==> src/rtl/pmu_evcond_pkg.sv <==
// Shared types and field layout for the PMU event conditioner.
// The channel config word packs select, detection mode, prescale and enable
// into bits [14:0]; everything above bit 14 reads back as zero.
package pmu_evcond_pkg;

  // Detection mode applied to the selected raw line
  typedef enum logic [1:0] {
    EV_LEVEL = 2'b00,
    EV_RISE  = 2'b01,
    EV_FALL  = 2'b10,
    EV_BOTH  = 2'b11
  } ev_mode_e;

  // Field layout inside the config word
  localparam int SEL_LSB   = 0;
  localparam int SEL_W     = 8;
  localparam int MODE_LSB  = 8;
  localparam int MODE_W    = 2;
  localparam int PRESC_LSB = 10;
  localparam int PRESC_W   = 4;
  localparam int EN_BIT    = 14;
  localparam int CFG_W     = 15;

  // Stored channel configuration, MSB first so it maps 1:1 onto bits [14:0]
  typedef struct packed {
    logic                en;
    logic [PRESC_W-1:0]  presc;
    ev_mode_e            mode;
    logic [SEL_W-1:0]    sel;
  } evcond_cfg_t;

  // Unpack the meaningful low bits of a written word into the config struct
  function automatic evcond_cfg_t cfg_unpack(input logic [CFG_W-1:0] w);
    evcond_cfg_t c;
    c.sel   = w[SEL_LSB +: SEL_W];
    c.mode  = ev_mode_e'(w[MODE_LSB +: MODE_W]);
    c.presc = w[PRESC_LSB +: PRESC_W];
    c.en    = w[EN_BIT];
    return c;
  endfunction

  // Qualifier: turn the current and previous sample into an event bit
  function automatic logic ev_qualify(input ev_mode_e mode, input logic cur,
                                      input logic prev);
    logic q;
    case (mode)
      EV_LEVEL: q = cur;
      EV_RISE:  q = cur & ~prev;
      EV_FALL:  q = ~cur & prev;
      EV_BOTH:  q = cur ^ prev;
      default:  q = 1'b0;
    endcase
    return q;
  endfunction

endpackage

==> src/rtl/pmu_evcond_channel.sv <==
// One conditioned output channel: config register, edge/level qualifier,
// 4-bit prescaler and the registered event output.
// A config write always wins over a same-cycle event and restarts the count.
module pmu_evcond_channel
  import pmu_evcond_pkg::*;
#(
  parameter int N_IN = 32
) (
  input  logic             clk_i,
  input  logic             rstn_i,
  input  logic [N_IN-1:0]  in_q_i,
  input  logic [N_IN-1:0]  in_prev_i,
  input  logic             we_i,
  input  logic [CFG_W-1:0] wdata_i,
  output logic [CFG_W-1:0] cfg_o,
  output logic             event_o
);

  // Only the low $clog2(N_IN) select bits address the input vector
  localparam int IDX_W = $clog2(N_IN);

  evcond_cfg_t          cfg_q, cfg_d;
  logic [PRESC_W-1:0]   cnt_q, cnt_d;
  logic                 ev_q, ev_d;
  logic [IDX_W-1:0]     idx;
  logic                 cur, prev, qual;

  assign idx = cfg_q.sel[IDX_W-1:0];

  // Pick the selected line; an index past the last input never qualifies
  always_comb begin
    cur  = 1'b0;
    prev = 1'b0;
    if (32'(idx) < N_IN) begin
      cur  = in_q_i[idx];
      prev = in_prev_i[idx];
    end
  end

  assign qual = ev_qualify(cfg_q.mode, cur, prev);

  // Next-state: write, disable, prescaled emit, or hold
  always_comb begin
    cfg_d = cfg_q;
    cnt_d = cnt_q;
    ev_d  = 1'b0;
    if (we_i) begin
      cfg_d = cfg_unpack(wdata_i);
      cnt_d = '0;
    end else if (!cfg_q.en) begin
      cnt_d = '0;
    end else if (qual) begin
      if (cnt_q == cfg_q.presc) begin
        ev_d  = 1'b1;
        cnt_d = '0;
      end else begin
        cnt_d = cnt_q + 1'b1;
      end
    end
  end

  // Channel state registers
  always_ff @(posedge clk_i or negedge rstn_i) begin
    if (!rstn_i) begin
      cfg_q <= '0;
      cnt_q <= '0;
      ev_q  <= 1'b0;
    end else begin
      cfg_q <= cfg_d;
      cnt_q <= cnt_d;
      ev_q  <= ev_d;
    end
  end

  assign cfg_o   = cfg_q;
  assign event_o = ev_q;

endmodule

==> src/rtl/pmu_event_conditioner.sv <==
// PMU event conditioner top: input sampling stage (optionally preceded by a
// 2-flop synchronizer when PMU_EVCOND_SYNC_EN is defined), one conditioning
// channel per PMU counter, and the combinational config readback mux.
module pmu_event_conditioner
  import pmu_evcond_pkg::*;
#(
  parameter int N_IN      = 32,
  parameter int N_OUT     = 9,
  parameter int REG_WIDTH = 32
) (
  input  logic                     clk_i,
  input  logic                     rstn_i,
  input  logic [N_IN-1:0]          raw_events_i,
  input  logic                     cfg_we_i,
  input  logic [$clog2(N_OUT)-1:0] cfg_idx_i,
  input  logic [REG_WIDTH-1:0]     cfg_wdata_i,
  output logic [REG_WIDTH-1:0]     cfg_rdata_o,
  output logic [N_OUT-1:0]         events_o
);

  localparam int IDX_W = $clog2(N_OUT);

  logic [N_IN-1:0]  in_d;
  logic [N_IN-1:0]  in_q;
  logic [N_IN-1:0]  in_prev_q;
  logic [CFG_W-1:0] ch_cfg [N_OUT];

`ifdef PMU_EVCOND_SYNC_EN
  logic [N_IN-1:0] sync1_q;
  logic [N_IN-1:0] sync2_q;

  // Two-flop synchronizer for raw lines coming from other clock domains
  always_ff @(posedge clk_i or negedge rstn_i) begin
    if (!rstn_i) begin
      sync1_q <= '0;
      sync2_q <= '0;
    end else begin
      sync1_q <= raw_events_i;
      sync2_q <= sync1_q;
    end
  end

  assign in_d = sync2_q;
`else
  assign in_d = raw_events_i;
`endif

  // Sample stage: current and previous value feed every channel's qualifier
  always_ff @(posedge clk_i or negedge rstn_i) begin
    if (!rstn_i) begin
      in_q      <= '0;
      in_prev_q <= '0;
    end else begin
      in_q      <= in_d;
      in_prev_q <= in_q;
    end
  end

  // Bits above the config field are don't-care on write
  generate
    if (REG_WIDTH > CFG_W) begin : g_unused_wdata
      logic unused_wdata_hi;
      assign unused_wdata_hi = ^cfg_wdata_i[REG_WIDTH-1:CFG_W];
    end
  endgenerate

  for (genvar g = 0; g < N_OUT; g++) begin : g_ch
    pmu_evcond_channel #(
      .N_IN (N_IN)
    ) u_ch (
      .clk_i     (clk_i),
      .rstn_i    (rstn_i),
      .in_q_i    (in_q),
      .in_prev_i (in_prev_q),
      .we_i      (cfg_we_i && (cfg_idx_i == IDX_W'(g))),
      .wdata_i   (cfg_wdata_i[CFG_W-1:0]),
      .cfg_o     (ch_cfg[g]),
      .event_o   (events_o[g])
    );
  end

  // Readback of the addressed channel; out-of-range index reads zero
  always_comb begin
    cfg_rdata_o = '0;
    for (int i = 0; i < N_OUT; i++) begin
      if (cfg_idx_i == IDX_W'(i)) begin
        cfg_rdata_o = REG_WIDTH'(ch_cfg[i]);
      end
    end
  end

endmodule

==> config.mk <==
export PLATFORM = sky130hd
export DESIGN_NAME = pmu_event_conditioner
export DESIGN_NICKNAME = d
export VERILOG_FILES = /design/src/rtl/pmu_evcond_pkg.sv /design/src/rtl/pmu_evcond_channel.sv /design/src/rtl/pmu_event_conditioner.sv
export SDC_FILE = /design/constraint.sdc
export NUM_CORES = 1
export LEC_CHECK = 0
export CORE_MARGIN = 2
export CORE_UTILIZATION = 50
export DETAILED_ROUTE_END_ITERATION = 8
export PLACE_DENSITY = 0.7
export SLEW_MARGIN = 0
export SYNTH_ARGS = -nofsm -noshare
export SYNTH_HDL_FRONTEND = slang
export SYNTH_SLANG_ARGS = --single-unit
==> constraint.sdc <==
create_clock -name clk_i -period 6.4 [get_ports clk_i]
set_input_delay 1.28 -clock clk_i [delete_from_list [all_inputs] [get_ports clk_i]]
set_output_delay 1.28 -clock clk_i [all_outputs]
set_load 0.01 [all_outputs]
# --- Word level (Yosys, flattened, before mapping) ---
# Cells that the tools add are included.
totals:
  wordCells: 317
  regBits: 244
  in_bits: 71
classes:
  reduce_logical: 19
  magnitude_cmp: 9
  n_addsub: 9
  n_bitwise: 45
  n_eq_ne: 53
  n_mux: 126
ops:
  columns: ["op", "count"]
  rows:
  - ["$mux W32", 7]
  - ["$mux W4", 36]
  - ["$bmux W1 S5", 18]
  - ["$lt A5 B6 Y1 const B", 9]
  - ["$mux W1", 54]
  - ["$add A4 B1 Y4 const B", 9]
  - ["$eq A2 B2 Y1 const B", 18]
  - ["$eq A4 B4 Y1", 9]
  - ["$pmux W1 S4", 9]
  - ["$mux W15", 2]
  - ["$ne A3 B2 Y1 const B", 9]
  - ["$and A1 B1 Y1", 18]
  - ["$eq A2 B1 Y1 const B", 9]
  - ["$logic_not A2 Y1", 9]
  - ["$not A1 Y1", 18]
  - ["$eq A4 B3 Y1 const B", 4]
  - ["$logic_and A1 B1 Y1", 9]
  - ["$xor A1 B1 Y1", 9]
  - ["$eq A4 B2 Y1 const B", 2]
  - ["$eq A4 B1 Y1 const B", 1]
  - ["$eq A4 B4 Y1 const B", 1]
  - ["$logic_not A4 Y1", 1]

# --- Depth between registers and ports, before layout ---
logic_depth:
  ltp_word: 10
  ltp_mapped: 16

# --- Hierarchy ---
# A second synthesis with hierarchy kept.
unflattened:
  hier_cells: 1420
  hier_area_um2: 16614.7
modules_own_cells:
  columns: ["mod", "cells_each", "instances", "area_each_um2"]
  rows:
  - ["pmu_evcond_channel at g_ch[0].u_ch ...", 125, 8, 1501.4]
  - ["pmu_event_conditioner", 284, 1, 3105.5]
  - ["pmu_evcond_channel at g_ch[3].u_ch", 136, 1, 1497.7]

# --- Least setup slack after synthesis ---
# No wires, ideal clock.
synth_path:
  path_kind: "input -> output"
  from: "in cfg_idx_i[0]"
  to: "out cfg_rdata_o[1]"
  path_slack_ns: 2.304
  n_path_buf: 2
  path_stages: 8
  arrival_time_ns: 2.816
  cell_sequence: "clkbuf_1 -> nand2_1 -> nor3_1 -> clkbuf_1 -> a222oi_1 -> a21oi_1 -> a21oi_1 -> a21oi_1"
synth_between:
  elab_chain_cells: 10
  elab_cells_between_ends: 18
  classes_between: "8 x eq/ne; 9 x mux; 1 x reduce/logical"
synth_lines:
  columns: ["item", "line", "text"]
  rows:
  - ["from (decl)", "pmu_event_conditioner.sv:15", "input logic [$clog2(N_OUT)-1:0] cfg_idx_i,"]
  - ["$logic_not A4 Y1", "pmu_event_conditioner.sv:86", "if (cfg_idx_i == IDX_W'(i)) begin"]
  - ["$mux W15 (2 in series)", "pmu_event_conditioner.sv:86", null]
  - ["$mux W32 (6 in series)", "pmu_event_conditioner.sv:86", null]
  - ["$mux W32 (*)", "pmu_event_conditioner.sv:86", null]
  - ["to (decl)", "pmu_event_conditioner.sv:17", "output logic [REG_WIDTH-1:0] cfg_rdata_o,"]
# Every way passes the cells marked *; elsewhere a longest branch is shown, timed or not.

# --- Worst setup path in the final report ---
layout_path:
  from: "in cfg_idx_i[0]"
  to: "out cfg_rdata_o[4]"
# The elaborated chain is that of the path after synthesis.

==> results.sh <==
export IMPL_ctsResizeCount=0
export IMPL_drt_vias_per_instance=6.494
export IMPL_wl_per_cell_microns=24.03
export IMPL_track_usage_pct=27.72
export IMPL_synth_edf_count=0
export IMPL_cp_slowest_cell="nand2_1"
export IMPL_ys_flop_type="dfrtp_1"
export IMPL_finalClockSkew_ns=0.02080
export IMPL_drc_errors=0
export IMPL_die_area_sq_mm=0.03409
export IMPL_tritoncts="yes"
export IMPL_post_cts_buffers=0
export IMPL_grt_max_degree=157
export IMPL_path_cells="clkdlybuf4s50_1 -> nor2b_1 -> nand2_1 -> a21oi_1 -> a21oi_1 -> a21oi_1 -> clkdlybuf4s50_1"
export IMPL_worstMarginPinSlew_ns=0.9091
export IMPL_power_total_uw=6095
export IMPL_rsz0062_at_grt="no"
export IMPL_final_layout_size_suffix_gt1_share_pct=20.53
export IMPL_synth_xor_area_share_pct=1.933
export IMPL_detailed_place_hpwl_microns=30850
export IMPL_layout_common_cells="dfrtp_1, mux2i_1, mux2_2"
export IMPL_clock_latency_ns=0.57
export IMPL_portBuffers=77
export IMPL_place_gp_congestion=0.9241
export IMPL_outcome="complete, no violations"
export IMPL_n_fill_cell=2756
export IMPL_period_needed_ns=5.677
export IMPL_placementRows=66
export IMPL_multi_input_area_sq_mm=0.009270
export IMPL_crit_path_end_kind="output port"
export IMPL_start_util_pct=50.39
export IMPL_startpoint_type="input port"
export IMPL_die_w_microns=184.6
export IMPL_crit_required_ns=5.12
export IMPL_yosysWarnings=0
export IMPL_synthAdderAreaFrac_pct=2.071
export IMPL_grt_pass1_wl_microns=72500
export IMPL_regArea_sq_mm=0.006106
export IMPL_clock_fmax_ghz=0.1761
export IMPL_antenna_found_initial=1
export IMPL_cts_buffers=27
export IMPL_wl_microns=45850
export IMPL_criticalPathCategory="input port to output port"
export IMPL_first_pass_iters=9
export IMPL_powerDensity_mw_per_mm2=337.5
export IMPL_power_leakage_uw=0.007463
export IMPL_crit_top_cell="a21oi_1"
export IMPL_root_buffer="clkbuf_16"
export IMPL_core_area_sq_mm=0.03237
export IMPL_ys_ff_latch=244
export IMPL_synth_top_family_by_area="multiplexers"
export IMPL_ys_async_sr_fraction_pct=100.0
export IMPL_drtIter0Drc=1318
export IMPL_hold_class="flip-flop to flip-flop"
export IMPL_worst_ir_drop_vdd_mv=0.2591
export IMPL_ctsLongestPathBuffers=3
export IMPL_cpPeakStageDelay_ns=0.70
export IMPL_seq_area_frac_synth_pct=37.43
export IMPL_antenna_cells=0
export IMPL_yosys_area_share_simple_pct=11.10
export IMPL_ctsHoldBuffers=0
export IMPL_maxCapViolations=0
export IMPL_muxShareOfSynthArea_pct=31.71
export IMPL_nets=1543
export IMPL_synth_compound_area_share_pct=9.626
export IMPL_yosysUniqueCellTypes=61
export IMPL_grt_pass1_vias=12297
export IMPL_setup_viol=0
export IMPL_post_route_period_util_pct=88.70
export IMPL_synth_cells=1447
export IMPL_relSlewSlack_pct=39.22
export IMPL_clk_pin_slew_ns=0.06
export IMPL_num_vias=12390
export IMPL_path_max_fanout=26
export IMPL_die_h_microns=184.6
export IMPL_final_common_cell="dfrtp_1"
export IMPL_syn_area_sq_mm=0.01631
export IMPL_avgSynthCellArea_sq_um=11.27
export IMPL_cp_arrival_ns=4.40
export IMPL_setup_tns_ns=0
export IMPL_cts_htree_levels=1
export IMPL_io_pins=112
export IMPL_drt_antenna_violating_nets=0
export IMPL_cts_sinks=244
export IMPL_gr_total_overflow=0
export IMPL_hold_viol=0
export IMPL_area_growth_pct=10.70
export IMPL_maxSlewViolCount=0
-- kinds of logic after synthesis --
logic type                 Yosys count
muxes                              377
buffers and inverters              173
AOI/OAI and AO/OA                  238
other                                1
adders and majority gates           27
xor gates and xnor gates            36
and+or+nand+nor                    351
DFF                                244
-- through the flow --
stage / setup slack, ns / hold WS (ns) / instance area [sq um] / instances / util (%)
detailed placement: 0.7661 / 0.4888 / 16980 / 1858 / 52.47
CTS: 0.7516 / 0.5078 / 18060 / 1908 / 55.79
finish: 0.7229 / 0.5072 / 18060 / 1908 / 55.79
global route: 0.4789 / 0.5170 / 18060 / 1908 / 55.79
floorplan: 2.304 / 0.3487 / 16370 / 1463 / -
global placement: 0.8233 / 0.4832 / 16980 / 1858 / 52.47
-- flip-flops by register name, summed over array words and instances (netlist names) --
register	flops
g_ch.u_ch.cfg_o	135
g_ch.u_ch.cnt_q	36
g_ch.u_ch.event_o	9
in_prev_q	32
in_q	32
-- layout make-up --
| cell class | instances | share of cell area, % |
|---|---|---|
| Inverter | 27 | 0.5612 |
| Clock inverter | 14 | 1.635 |
| Sequential cell | 244 | 33.81 |
| Tap cell | 442 | 3.062 |
| Multi-Input combinational cell | 1046 | 51.33 |
| Clock buffer | 36 | 4.316 |
| Timing Repair Buffer | 99 | 5.280 |
-- synth_stat cells (12+ instances only) --
master    count  share of area [%]
clkbuf_1     48                1.1
a222oi_1     13               0.80
a31oi_1      12               0.46
buf_4        29                1.3
nor2_1       57                1.3
nand2b_1     17               0.65
mux2_2      126                8.7
a21oi_1      75                2.3
nand2_1      96                2.2
mux2i_1     153                9.4
a22oi_1      36                1.7
buf_2        42                1.3
dfrtp_1     244                 37
nor2b_1      32                1.2
inv_1        27               0.62
mux4_2       94                 13
nand3_1      68                2.1
and2_1       12               0.46
o21ai_0      40                1.2
ha_1         27                2.1
buf_6        15                1.0
xor2_1       32                1.7
o22ai_1      14               0.54
-- layer usage --
| layer | track usage, % | share of wire [%] | routed length (microns) | vias up |
|---|---|---|---|---|
| met2 | 43.23 | 46 | 21100 | 646 |
| met1 | 37.53 | 40 | 18340 | 6191 |
| met4 | 10.92 | 4.1 | 1901 | 0 |
| met5 | 0 | 0 | 0 | - |
| met3 | 6.540 | 9.8 | 4499 | 146 |
| li1 | - | - | - | 5407 |
-- final timing paths --
kind | from | to | slack, ns | depth (start not counted)
setup / recovery | cfg_idx_i[0] | cfg_rdata_o[4] | 0.72 | 7
hold / removal | g_ch[7].u_ch.cfg_o[7] | g_ch[7].u_ch.cfg_o[7] | 0.51 | 1
setup reg to reg | g_ch[1].u_ch.cfg_o[0] | g_ch[1].u_ch.cnt_q[3] | 2.40 | 11
hold reg to reg | g_ch[7].u_ch.cfg_o[7] | g_ch[7].u_ch.cfg_o[7] | 0.51 | 1
max in group asynchronous | rstn_i | g_ch[1].u_ch.cnt_q[2] | 4.39 | 2
min in group asynchronous | rstn_i | in_q[31] | 0.73 | 1
-- critical path: cells and delay by family --
family | cells | cell delay, ns
AOI/OAI and AO/OA | 3 | 0.71
buffers and inverters | 2 | 1.05
and+or+nand+nor | 2 | 1.35
-- power breakdown --
| group | leakage, uW | total, uW | internal, uW | switching, uW |
|---|---|---|---|---|
| Clock | 0.000525 | 1860 | 1180 | 676 |
| Combinational | 0.00391 | 1980 | 1020 | 954 |
| Sequential | 0.00303 | 2260 | 1780 | 480 |
| Total | 0.00746 | 6100 | 3980 | 2110 |
Power figures use the tool's default switching activity.
